**src/rtl/maxnet_pkg.sv**
```systemverilog
// Shared definitions for the MaxNet winner-take-all sequencer.
// State encodings are exported as plain localparams so monitors can compare against them.
package maxnet_pkg;

    localparam logic [2:0] S_IDLE   = 3'd0;
    localparam logic [2:0] S_LOAD   = 3'd1;
    localparam logic [2:0] S_CHECK  = 3'd2;
    localparam logic [2:0] S_WAIT   = 3'd3;
    localparam logic [2:0] S_UPDATE = 3'd4;
    localparam logic [2:0] S_DONE   = 3'd5;

    typedef enum logic [2:0] {
        ST_IDLE   = S_IDLE,
        ST_LOAD   = S_LOAD,
        ST_CHECK  = S_CHECK,
        ST_WAIT   = S_WAIT,
        ST_UPDATE = S_UPDATE,
        ST_DONE   = S_DONE
    } state_t;

    // Wait-counter width: enough to hold PU_LAT-1, never narrower than one bit.
    function automatic int cnt_width(input int lat);
        return (lat <= 1) ? 1 : $clog2(lat + 1);
    endfunction

endpackage

```
**src/rtl/maxnet_wait_counter.sv**
```systemverilog
// Loadable down-counter that paces the PU pipeline latency between t-register updates.
module maxnet_wait_counter
    import maxnet_pkg::*;
#(
    parameter int W = 1
) (
    input  logic         clk,
    input  logic         rst,
    input  logic         load,
    input  logic [W-1:0] load_value,
    input  logic         dec,
    output logic         zero
);

    logic [W-1:0] count_q;

    // Load takes priority; decrement stops at zero.
    always_ff @(posedge clk or negedge rst) begin
        if (!rst) begin
            count_q <= '0;
        end else if (load) begin
            count_q <= load_value;
        end else if (dec && (count_q != '0)) begin
            count_q <= count_q - W'(1);
        end
    end

    assign zero = (count_q == '0);

endmodule

```
**src/rtl/maxnet_controller.sv**
```systemverilog
// Sequencer for the 4-neuron MaxNet datapath: load inputs, then commit PU results
// into t until the datapath reports a single survivor.
// Optional iteration cap enabled by defining MAXNET_TIMEOUT_EN.
//
//  state  | meaning
//  IDLE   | waiting for start
//  LOAD   | neuron inputs into x and t registers
//  CHECK  | look at dp_done (and the iteration cap)
//  WAIT   | PU pipeline settling, PU_LAT cycles
//  UPDATE | activation outputs committed into t
//  DONE   | result valid, waiting for a new start
module maxnet_controller
    import maxnet_pkg::*;
#(
    parameter int PU_LAT   = 2,
    parameter int ITER_W   = 6,
    parameter int MAX_ITER = 31
) (
    input  logic              clk,
    input  logic              rst,
    input  logic              start,
    input  logic              dp_done,
    output logic              ld_x,
    output logic              ld_t,
    output logic              sel_t,
    output logic              busy,
    output logic              result_valid,
    output logic [ITER_W-1:0] iter_count,
    output logic              timeout_err
);

    localparam int CNT_W = cnt_width(PU_LAT);
    localparam logic [CNT_W-1:0] WAIT_INIT = (PU_LAT > 0) ? CNT_W'(PU_LAT - 1) : '0;
    localparam logic [ITER_W-1:0] ITER_SAT = '1;

    state_t state_q;
    state_t state_d;
    logic   wait_load;
    logic   wait_dec;
    logic   wait_zero;
    logic   timeout_hit;

    maxnet_wait_counter #(
        .W(CNT_W)
    ) u_wait_counter (
        .clk       (clk),
        .rst       (rst),
        .load      (wait_load),
        .load_value(WAIT_INIT),
        .dec       (wait_dec),
        .zero      (wait_zero)
    );

`ifdef MAXNET_TIMEOUT_EN
    assign timeout_hit = (iter_count == ITER_W'(MAX_ITER));

    // Timeout flag: cleared at the start of a search, set when the cap ends it.
    always_ff @(posedge clk or negedge rst) begin
        if (!rst) begin
            timeout_err <= 1'b0;
        end else if (state_q == ST_LOAD) begin
            timeout_err <= 1'b0;
        end else if ((state_q == ST_CHECK) && !dp_done && timeout_hit) begin
            timeout_err <= 1'b1;
        end
    end
`else
    logic [31:0] unused_max_iter;
    assign unused_max_iter = 32'(MAX_ITER);
    assign timeout_hit     = 1'b0;
    assign timeout_err     = 1'b0;
`endif

    // State register.
    always_ff @(posedge clk or negedge rst) begin
        if (!rst) begin
            state_q <= ST_IDLE;
        end else begin
            state_q <= state_d;
        end
    end

    // Iteration counter: cleared in LOAD, saturating increment per UPDATE.
    always_ff @(posedge clk or negedge rst) begin
        if (!rst) begin
            iter_count <= '0;
        end else if (state_q == ST_LOAD) begin
            iter_count <= '0;
        end else if ((state_q == ST_UPDATE) && (iter_count != ITER_SAT)) begin
            iter_count <= iter_count + ITER_W'(1);
        end
    end

    // Next-state and Moore output decode.
    always_comb begin
        state_d      = state_q;
        ld_x         = 1'b0;
        ld_t         = 1'b0;
        sel_t        = 1'b0;
        busy         = 1'b0;
        result_valid = 1'b0;
        wait_load    = 1'b0;
        wait_dec     = 1'b0;
        case (state_q)
            ST_IDLE: begin
                if (start) state_d = ST_LOAD;
            end
            ST_LOAD: begin
                ld_x    = 1'b1;
                ld_t    = 1'b1;
                sel_t   = 1'b1;
                busy    = 1'b1;
                state_d = ST_CHECK;
            end
            ST_CHECK: begin
                busy = 1'b1;
                if (dp_done || timeout_hit) begin
                    state_d = ST_DONE;
                end else if (PU_LAT > 0) begin
                    wait_load = 1'b1;
                    state_d   = ST_WAIT;
                end else begin
                    state_d = ST_UPDATE;
                end
            end
            ST_WAIT: begin
                busy = 1'b1;
                if (wait_zero) state_d = ST_UPDATE;
                else           wait_dec = 1'b1;
            end
            ST_UPDATE: begin
                ld_t    = 1'b1;
                busy    = 1'b1;
                state_d = ST_CHECK;
            end
            ST_DONE: begin
                result_valid = 1'b1;
                if (start) state_d = ST_LOAD;
            end
            default: state_d = ST_IDLE;
        endcase
    end

endmodule
```
**config.mk**
```make
export PLATFORM = sky130hd
export DESIGN_NAME = maxnet_controller
export DESIGN_NICKNAME = d
export VERILOG_FILES = /design/src/rtl/maxnet_pkg.sv /design/src/rtl/maxnet_wait_counter.sv /design/src/rtl/maxnet_controller.sv
export SDC_FILE = /design/constraint.sdc
export NUM_CORES = 1
export LEC_CHECK = 0
export BUFFER_PORTS_ARGS = -buffer_cell sky130_fd_sc_hd__buf_2
export CORE_MARGIN = 5
export CORE_UTILIZATION = 30
export DETAILED_ROUTE_END_ITERATION = 6
export SYNTH_ARGS = -nofsm -noshare
export SYNTH_HDL_FRONTEND = slang
export SYNTH_SLANG_ARGS = --single-unit
```
**constraint.sdc**
```tcl
create_clock -name clk -period 1.6 [get_ports clk]
set_input_delay 0.32 -clock clk [delete_from_list [all_inputs] [get_ports clk]]
set_output_delay 0.32 -clock clk [all_outputs]
set_load 0.01 [all_outputs]
```
==> results of run 1 <==
sequential cells by signal, summed over array words and instances, names as in the netlist:
register,cells
iter_count,6
u_wait_counter.count_q,2
state_q,3
cells by family (layout without fill, tap and decap cells):
logic type / count (synthesis) / in the layout
compound gates: 31 / 31
simple gates: 24 / 24
buf+inv: 12 / 35
flops: 11 / 11
fa+ha+maj: 2 / 2
other cells: 1 / 1
xor+xnor: 1 / 1
worst reg2reg max path, delay by kind of cell, from the launching register on:
family | cells | cell delay, ps
flops | 1 | 430
fa+ha+maj | 1 | 220
compound gates | 2 | 610
simple gates | 1 | 160
metrics by stage:
stage	area [sq um]	setup TNS, ps
final	945	0
after global routing	945	-27.7
after CTS	907	0
after detailed placement	830	0
after global placement	830	0
after floorplan	728	0
how the worst max path moves through the flow:
stage,start,endpoint,slack (ps),cells after the start
final,state_q[2],busy,60,3
after global routing,state_q[2],ld_t,-20,3
after CTS,state_q[2],busy,10,3
after detailed placement,iter_count[0],iter_count[1],110,4
after global placement,iter_count[0],iter_count[1],140,4
after floorplan,iter_count[0],iter_count[1],150,4
metal layers:
layer  part of all wire  vias to the layer above  global-route usage
met2               0.48                       20               0.186
met1               0.47                      328               0.165
li1                   -                      354                   -
met5                  0                        -                   0
met4              0.024                        0              0.0777
met3              0.032                        4              0.0196
placed cells by master, fill, tap and decap left out, drive strengths merged, types with 3 or more instances in the layout:
master,n
buf,24
a211oi,3
clkbuf,4
inv,6
dfrtp,11
o21ai,5
and3,5
a21oi,6
nand2,4
nor2,6
cell type report:
type                    instances  area share
well taps                      28      0.0371
clock buffers                   4      0.0278
multi-input cells              59       0.448
flip-flops and latches         11       0.295
inverters                       6      0.0238
repair buffers                 25       0.168
what timing repair did:
action,4_1_cts,5_1_grt
endpoints found under the setup margin,5,5
resized for setup,3,6
buffers inserted,4,2
pin swaps,1,0
endpoints found under the hold margin,11,0
hold buffers,1,0
power by group:
group	switching (mW)	internal [mW]	total, mW
sequential	0.0946	0.369	0.464
combinational	0.526	0.494	1.02
clock	0.102	0.0967	0.199
==> results.tsv, run 1 <==
metric	value	unit
worstHoldPathCells	2	
nFillCells	232	
wl_per_cell	13.9	microns
grt_setup_unrepaired	yes	
crit_path_top_delay_cell	dfrtp_2	
required	1280	ps
coreArea	0.00225	sq mm
place_hpwl	1310	microns
maxSlewViolCount	0	
synthCells	82	
synth_commonest_cells	dfrtp_1, a21oi_1, inv_1, nor2_1	
syn_to_final_growth	29.7	%
utilization	0.419	
worstHoldStart	start	
vias	706	
synth_top_area_cell	dfrtp_1	
synth_adder_area_share	0.0344	
endpoint_kind	output port	
worstPathMaxFanout	5	
whs_endpoint	state_q[2]	
port-buffer-count	14	
r2r-end	iter_count[1]	
seq_area_frac_synth	0.378	
gp_congestion	0.772	
setup_ws	60.6	ps
wirelength	1850	microns
drc	0	
r2r_cells	4	
multi_input_comb_area	423	sq um
synthMostInstantiatedCell	dfrtp_1	
cts_buffer_depth	2	
syn-num-nets	88	
synth_edf_count	0	
grt_pass1_vias	705	
ys_ff_latch	11	
setup_viol	0	
clock_sinks	11	
drtPass1Iterations	4	
worst_hold_path_type	input pin to flop	
p_leak	0.444	nW
die_h	59.3	microns
async_reset_ff_frac	1.00	
synth_warnings	0	
worstReg2RegStart	iter_count[0]	
yosys-mux-area-fraction	0	
drtIter0Drc	15	
ff_latch_area	279	sq um
synth_ff_type	dfrtp_1	
overflow	0	
via_per_inst	5.31	
drive_above_1_share	0.333	
grt.total_usage	0.124	
num_antenna_cells	0	
synth-xor-area-share	0.0120	
critPathKind	flop to output port	
grt_max_degree	12	
fin_skew	0.781	ps
synth_top_family_by_area	compound AO/OA/AOI/OAI gates	
finish.net_count	112	
synth-simple-area-share	0.182	
drv_cap	0	
dpl.cell_count	122	
clock_latency	270	ps
final_cells	133	
dp_slack	108	ps
cellPowerDensity	1780	mW/mm^2
cp_slowest_stage_delay	460	ps
antenna_found_initial	0	
path_delay_family	flip-flops	
clkTransAtPathRegs	70	ps
synth_area_leaders	dfrtp_1, and3_1, a21oi_1	
worstPathArrival	1220	ps
fmax	650	MHz
netlist_area	728	sq um
holdWs	255	ps
synth_area_per_cell	8.88	sq um
antenna_left	0	
initial_core_util	0.323	
regToRegSetupSlack	80	ps
timing.final.crit_share	0.962	
post-layout-total-power	1.68	mW
status	completed	
start_kind	flop	
synth_compound_area_frac	0.311	
vdd_drop_max	0.000952	V
crit_chain	nand2b_2 -> o21ai_0 -> buf_2	
htree_num_levels	1	
cts_tree	built	
numCtsBuffers	3	
final-hold-violation-count	0	
dieArea	0.00351	sq mm
cp_num_buf_inv	1	
synth_cell_types	35	
ctsRootBufferMaster	clkbuf_4	
synth_top_area_share	0.378	
grt_pass1_wl	3280	microns
die_x	59.3	microns
fin_crit	1540	ps
ios	16	
rows	17	
Note: power is estimated with default switching activity, not from simulation.
==> inputs of run 2 (changes only) <==
Settings changed: SETUP_SLACK_MARGIN from default to 0.1.
==> run 2 against run 1 <==
  * First-iteration DRC count grew 73%
  * Clock power is essentially flat
  * Combinational power grew 12%
  * Routed wire length grew 6.9%
  * Critical path depth is the same
  * Largest cell class unchanged
==> results.tsv, run 2 (synthesis results as in run 1) <==
metric	value	unit	change
status	completed		
r2r-end	iter_count[3]		
regToRegSetupSlack	150	ps	+70 ps
antenna_left	0		unchanged
rows	17		unchanged
wirelength	1980	microns	+6.9%
met1Wirelength	876	microns	+1.4%
port-buffer-count	14		unchanged
cellPowerDensity	1790	mW/mm^2	+0.29%
grt_pass1_vias	729		+3.4%
vias	734		+4.0%
wl_per_cell	14.4	microns	+3.7%
met2WireLength	967	microns	+9.9%
drtPass1Iterations	4		unchanged
clock_latency	270	ps	about the same
coreArea	0.00225	sq mm	unchanged
final_cell_mix	buf_2, buf_4, dfrtp_1		
finish.net_count	116		+3.6%
ctsRootBufferMaster	clkbuf_4		
setup_ws	74.3	ps	+13.6 ps
finalSetupTns	0	ps	unchanged
htree_num_levels	1		unchanged
cts_buffer_depth	2		unchanged
dieArea	0.00351	sq mm	unchanged
worstReg2RegStart	state_q[1]		
grt_setup_unrepaired	yes		
syn_to_final_growth	36.3	%	
die_x	59.3	microns	unchanged
worst_hold_path_type	input pin to flop		
post_dp_cell_area	830	sq um	unchanged
num_antenna_cells	0		unchanged
critPathKind	flop to output port		
dp_slack	108	ps	unchanged
grt_max_degree	12		unchanged
fin_skew	0.785	ps	+0.00433 ps
reg_top3	iter_count (6), state_q (3), u_wait_counter.count_q (2)		
r2r_cells	6		+2
required	1280	ps	about the same
top_layer	met4		
initial_core_util	0.323		unchanged
numCtsBuffers	3		unchanged
via_per_inst	5.36		+0.93%
endpoint_kind	output port		
setup_viol	0		unchanged
top_register	iter_count		
clock_sinks	11		unchanged
fin_crit	1530	ps	-13.6 ps
grt.total_usage	0.129		+0.00465
layout_commonest_cell	buf_2		
drc	0		unchanged
ios	16		unchanged
drive_above_1_share	0.404		+0.0703
worstPathMaxFanout	4		-1
vdd_drop_max	0.000909	V	-4.6%
maxSlewViolCount	0		unchanged
fmax	655	MHz	+0.89%
overflow	0		unchanged
endpoint	busy		
drv_cap	0		unchanged
place_hpwl	1310	microns	unchanged
drtIter0Drc	26		+11
gp_congestion	0.772		unchanged
wl_met3	85	microns	+42%
final-hold-violation-count	0		unchanged
cp-startpoint	state_q[2]		
largest_register_ffs	6		unchanged
timing.final.crit_share	0.954		-0.00852
cts_tree	built		
grt_pass1_wl	3390	microns	+3.4%
post-layout-total-power	1.77	mW	+5.3%
worstPathArrival	1210	ps	about the same
fin_area	992	sq um	+5.0%
dpl.cell_count	122		unchanged
start_kind	flop		
p_leak	0.474	nW	+6.7%
clkTransAtPathRegs	70	ps	about the same
antenna_found_initial	0		unchanged
die_h	59.3	microns	unchanged
final_cells	137		+3.0%
## run 2: cell count changes in the layout (fill, tap and decap cells not counted), moves of 2 or more
| cell | change |
|---|---|
| a211oi_1 | -2 |
| a211oi_2 | +2 |
| buf_4 | +3 |
| dfrtp_1 | +2 |
| dfrtp_2 | -2 |
| inv_1 | -2 |
| inv_2 | +2 |
| nand2b_2 | -2 |
| nor2_1 | -3 |
| nor2_2 | +2 |
## run 2: what timing repair did
item / 4_1_cts / 5_1_grt
resized for setup: 7 / 10
buffers inserted: 9 / 1
hold buffers: 1 / 0
pin swaps: 2 / 3
gates cloned: 0 / 0
hold endpoints to repair: 11 / 0
endpoints found under the setup margin: 6 / 9
## run 2: layout make-up
cell class / count / area, sq um
multi-input cells: 59 / 439
clock buffers: 4 / 26.3
repair buffers: 29 / 193
well taps: 28 / 35.0
flip-flops and latches: 11 / 277
fillers: 222 / 1260
inverters: 6 / 22.5
## run 2: worst max-delay path, stage by stage, from the launching register on
cell and delay [ps]:
dfrtp_1 430, xnor2_2 260, o21ai_1 90, buf_2 140
## run 2: per-stage QoR
stage / util / hold slack, ps
floorplan: - / 24.4
global placement: 0.368 / 207
detailed placement: 0.368 / 209
CTS: 0.424 / 256
global route: 0.440 / 253
finish: 0.440 / 257
## run 2: worst min-delay path by stage
stage | startpoint | end | cells after the start
after floorplan | rst | iter_count[0] | 0
after global placement | rst | iter_count[2] | 1
after detailed placement | rst | iter_count[2] | 1
after CTS | start | state_q[2] | 2
after global routing | start | state_q[2] | 2
final | start | state_q[2] | 2
## run 2: power by group
part           switching (mW)  leakage (nW)  total, mW  internal [mW]
clock                   0.100        0.0150      0.197         0.0967
combinational           0.594         0.318       1.14          0.545
sequential             0.0716         0.141      0.437          0.365
total                   0.766         0.474       1.77           1.01
## run 2: metal layers
layer,GRT usage,vias up
met4,0.0777,0
met5,0,-
met1,0.168,343
li1,-,364
met3,0.0196,4
met2,0.198,23
